<file path="src/rtl/lsu.sv">
// Multi-cycle load/store unit between the ALU address path and a synchronous byte-lane SRAM.
// Misaligned accesses that cross a word boundary are split into two beats or faulted (MISALIGN).
module lsu_lane #(
  parameter int LANE = 0,
  parameter int NB   = 4,
  parameter int EW   = 4
) (
  input  logic [EW-1:0] off,
  input  logic [EW-1:0] endb,
  input  logic [EW-1:0] nbytes,
  input  logic          beat1,
  input  logic [7:0]    sbyte,
  input  logic          fill,
  output logic          en,
  output logic [7:0]    dbyte
);
  localparam logic [EW-1:0] LO = EW'(LANE);
  localparam logic [EW-1:0] HI = EW'(LANE + NB);

  // beat 1 covers the bytes that spilled past the end of the first word
  assign en    = beat1 ? (HI < endb) : ((off <= LO) && (LO < endb));
  assign dbyte = (LO < nbytes) ? sbyte : {8{fill}};
endmodule

module lsu #(
  parameter int XLEN     = 32,
  parameter int ADDR_W   = 17,
  parameter int MISALIGN = 1
) (
  input  logic                                clk,
  input  logic                                rst,
  input  logic                                req_valid,
  output logic                                req_ready,
  input  logic                                req_store,
  input  logic [1:0]                          req_size,
  input  logic                                req_unsigned,
  input  logic [ADDR_W-1:0]                   req_addr,
  input  logic [XLEN-1:0]                     req_wdata,
  output logic                                rsp_valid,
  input  logic                                rsp_ready,
  output logic [XLEN-1:0]                     rsp_data,
  output logic                                rsp_fault,
  output logic                                mem_cs_n,
  output logic                                mem_we_n,
  output logic [XLEN/8-1:0]                   mem_be_n,
  output logic [ADDR_W-$clog2(XLEN/8)-1:0]    mem_addr,
  output logic [XLEN-1:0]                     mem_wdata,
  input  logic [XLEN-1:0]                     mem_rdata
);
  localparam int NB = XLEN / 8;
  localparam int OW = $clog2(NB);
  localparam int WW = ADDR_W - OW;
  localparam int EW = OW + 2;

  typedef enum logic [1:0] {IDLE, ACC0, ACC1, RESP} state_t;
  state_t state, nxt;

  logic            store, uns, split, fault;
  logic [1:0]      size;
  logic [XLEN-1:0] wdata, lo;
  logic [OW-1:0]   off;
  logic [WW-1:0]   word;
  logic [EW-1:0]   nbytes;

  logic [OW-1:0]   off_in;
  logic [EW-1:0]   nb_in;
  logic            split_in, fault_in, accept;

  assign off_in   = req_addr[OW-1:0];
  assign nb_in    = EW'(1) << req_size;
  assign split_in = (EW'(off_in) + nb_in) > EW'(NB);
  assign fault_in = (split_in && (MISALIGN == 0)) || ((req_size == 2'd3) && (XLEN == 32));
  assign accept   = req_valid && req_ready;

  always_ff @(posedge clk or negedge rst) begin
    if (!rst) state <= IDLE;
    else      state <= nxt;
  end

  logic [NB-1:0] lane_en;

  always_comb begin
    nxt       = state;
    req_ready = 1'b0;
    rsp_valid = 1'b0;
    mem_cs_n  = 1'b1;
    mem_we_n  = 1'b1;
    mem_be_n  = '1;
    case (state)
      IDLE: begin
        req_ready = 1'b1;
        if (req_valid) nxt = fault_in ? RESP : ACC0;
      end
      ACC0: begin
        mem_cs_n = 1'b0;
        mem_we_n = !store;
        mem_be_n = ~lane_en;
        nxt      = split ? ACC1 : RESP;
      end
      ACC1: begin
        mem_cs_n = 1'b0;
        mem_we_n = !store;
        mem_be_n = ~lane_en;
        nxt      = RESP;
      end
      RESP: begin
        rsp_valid = 1'b1;
        req_ready = rsp_ready;
        if (rsp_ready) nxt = req_valid ? (fault_in ? RESP : ACC0) : IDLE;
      end
      default: nxt = IDLE;
    endcase
  end

  always_ff @(posedge clk or negedge rst) begin
    if (!rst) begin
      store  <= 1'b0;
      size   <= '0;
      uns    <= 1'b0;
      wdata  <= '0;
      off    <= '0;
      word   <= '0;
      nbytes <= '0;
      split  <= 1'b0;
      fault  <= 1'b0;
      lo     <= '0;
    end else begin
      if (accept) begin
        store  <= req_store;
        size   <= req_size;
        uns    <= req_unsigned;
        wdata  <= req_wdata;
        off    <= off_in;
        word   <= req_addr[ADDR_W-1:OW];
        nbytes <= nb_in;
        split  <= split_in;
        fault  <= fault_in;
      end
      // beat-0 read data arrives during ACC1 and would be overwritten by beat 1
      if (state == ACC1) lo <= mem_rdata;
    end
  end

  logic [2*XLEN-1:0] rot, dbl, shd;
  logic [XLEN-1:0]   ldata;
  logic [EW-1:0]     off_e, endb;
  logic              sign;

  assign off_e     = EW'(off);
  assign endb      = off_e + nbytes;
  assign rot       = {wdata, wdata} << {off, 3'b000};
  assign mem_wdata = rot[2*XLEN-1:XLEN];
  assign mem_addr  = (state == ACC1) ? word + WW'(1) : word;

  assign dbl = split ? {mem_rdata, lo} : {{XLEN{1'b0}}, mem_rdata};
  assign shd = dbl >> {off, 3'b000};

  always_comb begin
    case (size)
      2'd0:    sign = shd[7];
      2'd1:    sign = shd[15];
      2'd2:    sign = shd[31];
      default: sign = shd[63];
    endcase
  end

  for (genvar i = 0; i < NB; i++) begin : g_lane
    lsu_lane #(.LANE(i), .NB(NB), .EW(EW)) u_lane (
      .off    (off_e),
      .endb   (endb),
      .nbytes (nbytes),
      .beat1  (state == ACC1),
      .sbyte  (shd[8*i +: 8]),
      .fill   (sign & ~uns),
      .en     (lane_en[i]),
      .dbyte  (ldata[8*i +: 8])
    );
  end

  assign rsp_fault = (state == RESP) && fault;
  assign rsp_data  = ((state == RESP) && !store && !fault) ? ldata : '0;
endmodule

</file>
<file path="config.mk">
export PLATFORM = sky130hd
export DESIGN_NAME = lsu
export DESIGN_NICKNAME = d
export VERILOG_FILES = /design/src/rtl/lsu.sv
export SDC_FILE = /design/constraint.sdc
export NUM_CORES = 1
export LEC_CHECK = 0
export ABC_AREA = 1
export BUFFER_PORTS_ARGS = -buffer_cell sky130_fd_sc_hd__buf_2
export CAP_MARGIN = 20
export CORE_ASPECT_RATIO = 0.5
export CORE_MARGIN = 3
export CORE_UTILIZATION = 40
export CTS_BUF_LIST = sky130_fd_sc_hd__clkbuf_2
export DETAILED_ROUTE_END_ITERATION = 6
export PLACE_DENSITY_LB_ADDON = 0.08
export RECOVER_POWER = 50
export REMOVE_ABC_BUFFERS = 1
export SLEW_MARGIN = 5
export SYNTH_ARGS = -nofsm -noshare
export SYNTH_HDL_FRONTEND = slang
export SYNTH_SLANG_ARGS = --single-unit
</file>
<file path="constraint.sdc">
create_clock -name clk -period 2.26 [get_ports clk]
set_clock_uncertainty 0.2 [all_clocks]
set_input_delay 0.226 -clock clk [delete_from_list [all_inputs] [get_ports clk]]
set_output_delay 0.226 -clock clk [all_outputs]
set_load 0.1 [all_outputs]
</file>
==> results list <==
- Status: finished, violations left
- Violations in the final reports: negative setup slack
- For this design, the sink count on the clock tree is 92.
* Vias per cell: about 5.4
- After detailed routing, the number of remaining DRC violations is 0.
- Initial standard-cell utilization of the core: 41.47%
* Register area share after synthesis: 35.55%
- The worst path uses 141.5% of the clock period.
- Summing all multi-input logic gate instances after layout gives 0.004742 sq mm.
- The clock reaches the later pin of the worst-skew pair after just over 0.6 ns.
- Arrival time at the worst endpoint: 2.77 ns
* Max Root-Sink Buffers: 2
* Max-Slew Margin vs Limit: 29.05%
- The floorplan step defined a die boundary enclosing around 0.018 sq mm.
* Width of the die: 185.9 um
- Fill cell total of the finished layout: 989
* Depth of the CTS H-tree: 3
- Clock edge transition at the registers on the reported setup and hold paths: about 0.31 ns
- Most used standard cells in the synthesized netlist: sky130_fd_sc_hd__nand2_1, sky130_fd_sc_hd__o21ai_0, sky130_fd_sc_hd__inv_1, sky130_fd_sc_hd__dfrtp_1, sky130_fd_sc_hd__nor2_1
- Entering global routing, the biggest net connects 52 pins.
* Layout overhead on the synthesized area: 96.06%
- Total global routing overflow: 0
- STA puts the critical path data required time at about 1.8 ns.
* Synthesized instance count: 992
- Distinct cells, synth: 37
* Via count: ~8,400
- Most frequent cell after synthesis: sky130_fd_sc_hd__nand2_1
- Dividing the detail-routed wire length by the instance count gives about 18 um.
* Yosys top cell area share: between 30% and 40%
* Std-Cell Rows: 32
- Setup repair after global routing missed its margin: yes
* Critical setup path kind: reg -> out
* Dpl hpwl: 15,590 um
- Final hold violation count: 0
- MaxCap Viol Count: 0
* Diodes inserted: 0
- Number of DRC markers after the initial detailed-route iteration: 622
- STA classifies the critical path endpoint as an output port.
* Core Util, Final: about four fifths
- TritonCTS Buffers: 9
- Via count of the first global-routing pass: roughly 8,100
- The mapped netlist covers 0.006476 sq mm.
- Maximum clock frequency: ~310 MHz
- Clk root buf: sky130_fd_sc_hd__clkbuf_2
- Number of antenna violations at the first check in global routing: 0
* Count of flip-flops with a built-in enable after synthesis: 0
* Main area contributors after synthesis: sky130_fd_sc_hd__dfrtp_1, sky130_fd_sc_hd__nand2_1, sky130_fd_sc_hd__o21ai_0
- Of all nets on the critical path, the largest fanout is 3.
- For this design the top-level I/O count stands at 177.
* Layout Nets: 1,459
- Across all setup checks in the final design, the least slack found is -0.9371 ns.
- The first detailed-routing pass ran for 5 iterations.
- The detail route stage leaves a number of antenna-violating nets equal to 0.
- Wire length of the first global-routing pass: 40,520 um
- The biggest area contributor in the post-synthesis netlist is sky130_fd_sc_hd__dfrtp_1.
- Of the cells placed in the final design, the portion with a size suffix greater than 1 is 43.00%.
* CTS tree: done
- For the pin with the worst max-slew slack, the measured transition is about 1.1 ns.
* Overall die height: 95.98 um
* Number of warnings issued by yosys: 0
- Total length of routed wires: 28,190 um
- The worst setup path is launched from a register.
- The path class of the tightest hold or removal check is in -> reg.
- Core region area: approximately 0.016 sq mm
- Flops & latches, synth: 92
- For this run, the total global-route usage over all layers was measured as ~29%.
- The number of pins with negative max-slew slack in the final report is 0.
- Averaged over all synthesized cells, the footprint is 6.528 sq um.
* Final setup fails: between 80 and 90
- The most used flip-flop cell after synthesis is sky130_fd_sc_hd__dfrtp_1.
- Routability-driven placement finished with a final weighted congestion of 0.9151.
- In this run the tool buffered the top-level ports with 176 buffer cells.
- The smallest clock period supported by the final layout is computed as 3.197 ns.
- In the final layout, flip-flops and latches occupy 0.002308 sq mm.
* Reg-to-reg setup timing slack: -0.02 ns
- Proportion of synthesized flip-flops having asynchronous set or reset: 100.0%
per-stage QoR:
step	hold slack [ns]	cells	area, sq um	worst slack, ns	TNS [ns]
after global routing	0.06132	1569	12700	-1.066	-59.82
after global placement	-0.05606	1399	9295	-0.1751	-2.850
after floorplan	-0.2696	936	6202	-3.498	-333.24
after CTS	0.06003	1541	11930	-0.8698	-48.35
final	0.08876	1569	12700	-0.9371	-49.70
after detailed placement	-0.05093	1399	9295	-0.2239	-4.561
repair_timing:
action                                  4_1_cts  5_1_grt
buffers inserted                             32       31
gates resized for setup                     362      137
hold buffers                                 90        0
hold endpoints to repair                    184        0
endpoints found under the setup margin       88      110
gates cloned                                  8        8
pin swaps                                    56       54
cell usage in the layout, fill, tap and decap left out, types with 14 or more instances in the layout:
master                          instances
sky130_fd_sc_hd__nand2_1              309
sky130_fd_sc_hd__buf_12               104
sky130_fd_sc_hd__inv_1                 92
sky130_fd_sc_hd__dlygate4sd3_1         90
sky130_fd_sc_hd__dfrtp_1               87
sky130_fd_sc_hd__buf_2                 87
sky130_fd_sc_hd__o21ai_0               82
sky130_fd_sc_hd__buf_4                 75
sky130_fd_sc_hd__o21ai_2               55
sky130_fd_sc_hd__nand2_2               35
sky130_fd_sc_hd__buf_6                 33
sky130_fd_sc_hd__nor2_4                31
sky130_fd_sc_hd__nor2_1                26
sky130_fd_sc_hd__nand2_4               25
sky130_fd_sc_hd__o21ai_1               25
sky130_fd_sc_hd__a21oi_1               17
sky130_fd_sc_hd__o21ai_4               14
flip-flops by register name, summed over array words and instances, names as in the netlist:
name,flops
uns,1
word,15
off,2
lo,32
nbytes,3
store,1
fault,1
split,1
size,2
state,2
wdata,32
logic make-up (layout without fill, tap and decap cells):
family	after synthesis	in the layout	share of synthesized area, %
and+or+nand+nor	465	465	29.37
AOI/OAI and AO/OA	239	239	19.67
buffers and inverters	168	541	10.72
DFF	92	92	35.55
xor gates and xnor gates	13	13	1.758
adders and majority gates	10	10	2.164
muxes	5	5	0.7728
path summary, 6_finish.rpt:
path,from,to,depth (start not counted)
worst min-delay path,req_wdata[29],wdata[29],4
worst min register to register,lo[0],lo[0],2
worst max-delay path,nbytes[0],mem_be_n[2],11
max in group asynchronous,rst,word[6],4
min in group asynchronous,rst,fault,3
worst max register to register,state[1],nbytes[0],11
metal layers:
layer  GRT usage (%)  vias to the layer above  share of wire [%]
met1           36.67                     4030                 41
met4           7.492                        0                2.2
met2           49.97                      414                 49
met5               0                        -                  0
li1                -                     3908                  -
met3           5.549                       70                7.6
worst max-delay path, cell delays in order (launching register included):
cell and delay, ns:
sky130_fd_sc_hd__dfrtp_1 0.51, sky130_fd_sc_hd__ha_4 0.20, sky130_fd_sc_hd__fa_2 0.34, sky130_fd_sc_hd__or2_4 0.25, sky130_fd_sc_hd__nand2_4 0.07, sky130_fd_sc_hd__inv_2 0.04
sky130_fd_sc_hd__nor2_1 0.08, sky130_fd_sc_hd__nand2_1 0.09, sky130_fd_sc_hd__inv_2 0.11, sky130_fd_sc_hd__nand2_1 0.06, sky130_fd_sc_hd__o2111ai_1 0.14, sky130_fd_sc_hd__clkbuf_16 0.27
cell type report:
class | instances | area share (%)
inverter | 112 | 3.607
tap | 204 | 2.010
sequential | 92 | 18.18
multi-input combinational | 732 | 37.35
timing repair buffer | 413 | 38.03
clock inverter | 6 | 0.4336
clock buffer | 10 | 0.3942
Power is left out: the tool's default activity adds up to more than one toggle a clock period on the data nets, which glitch-free logic cannot reach.
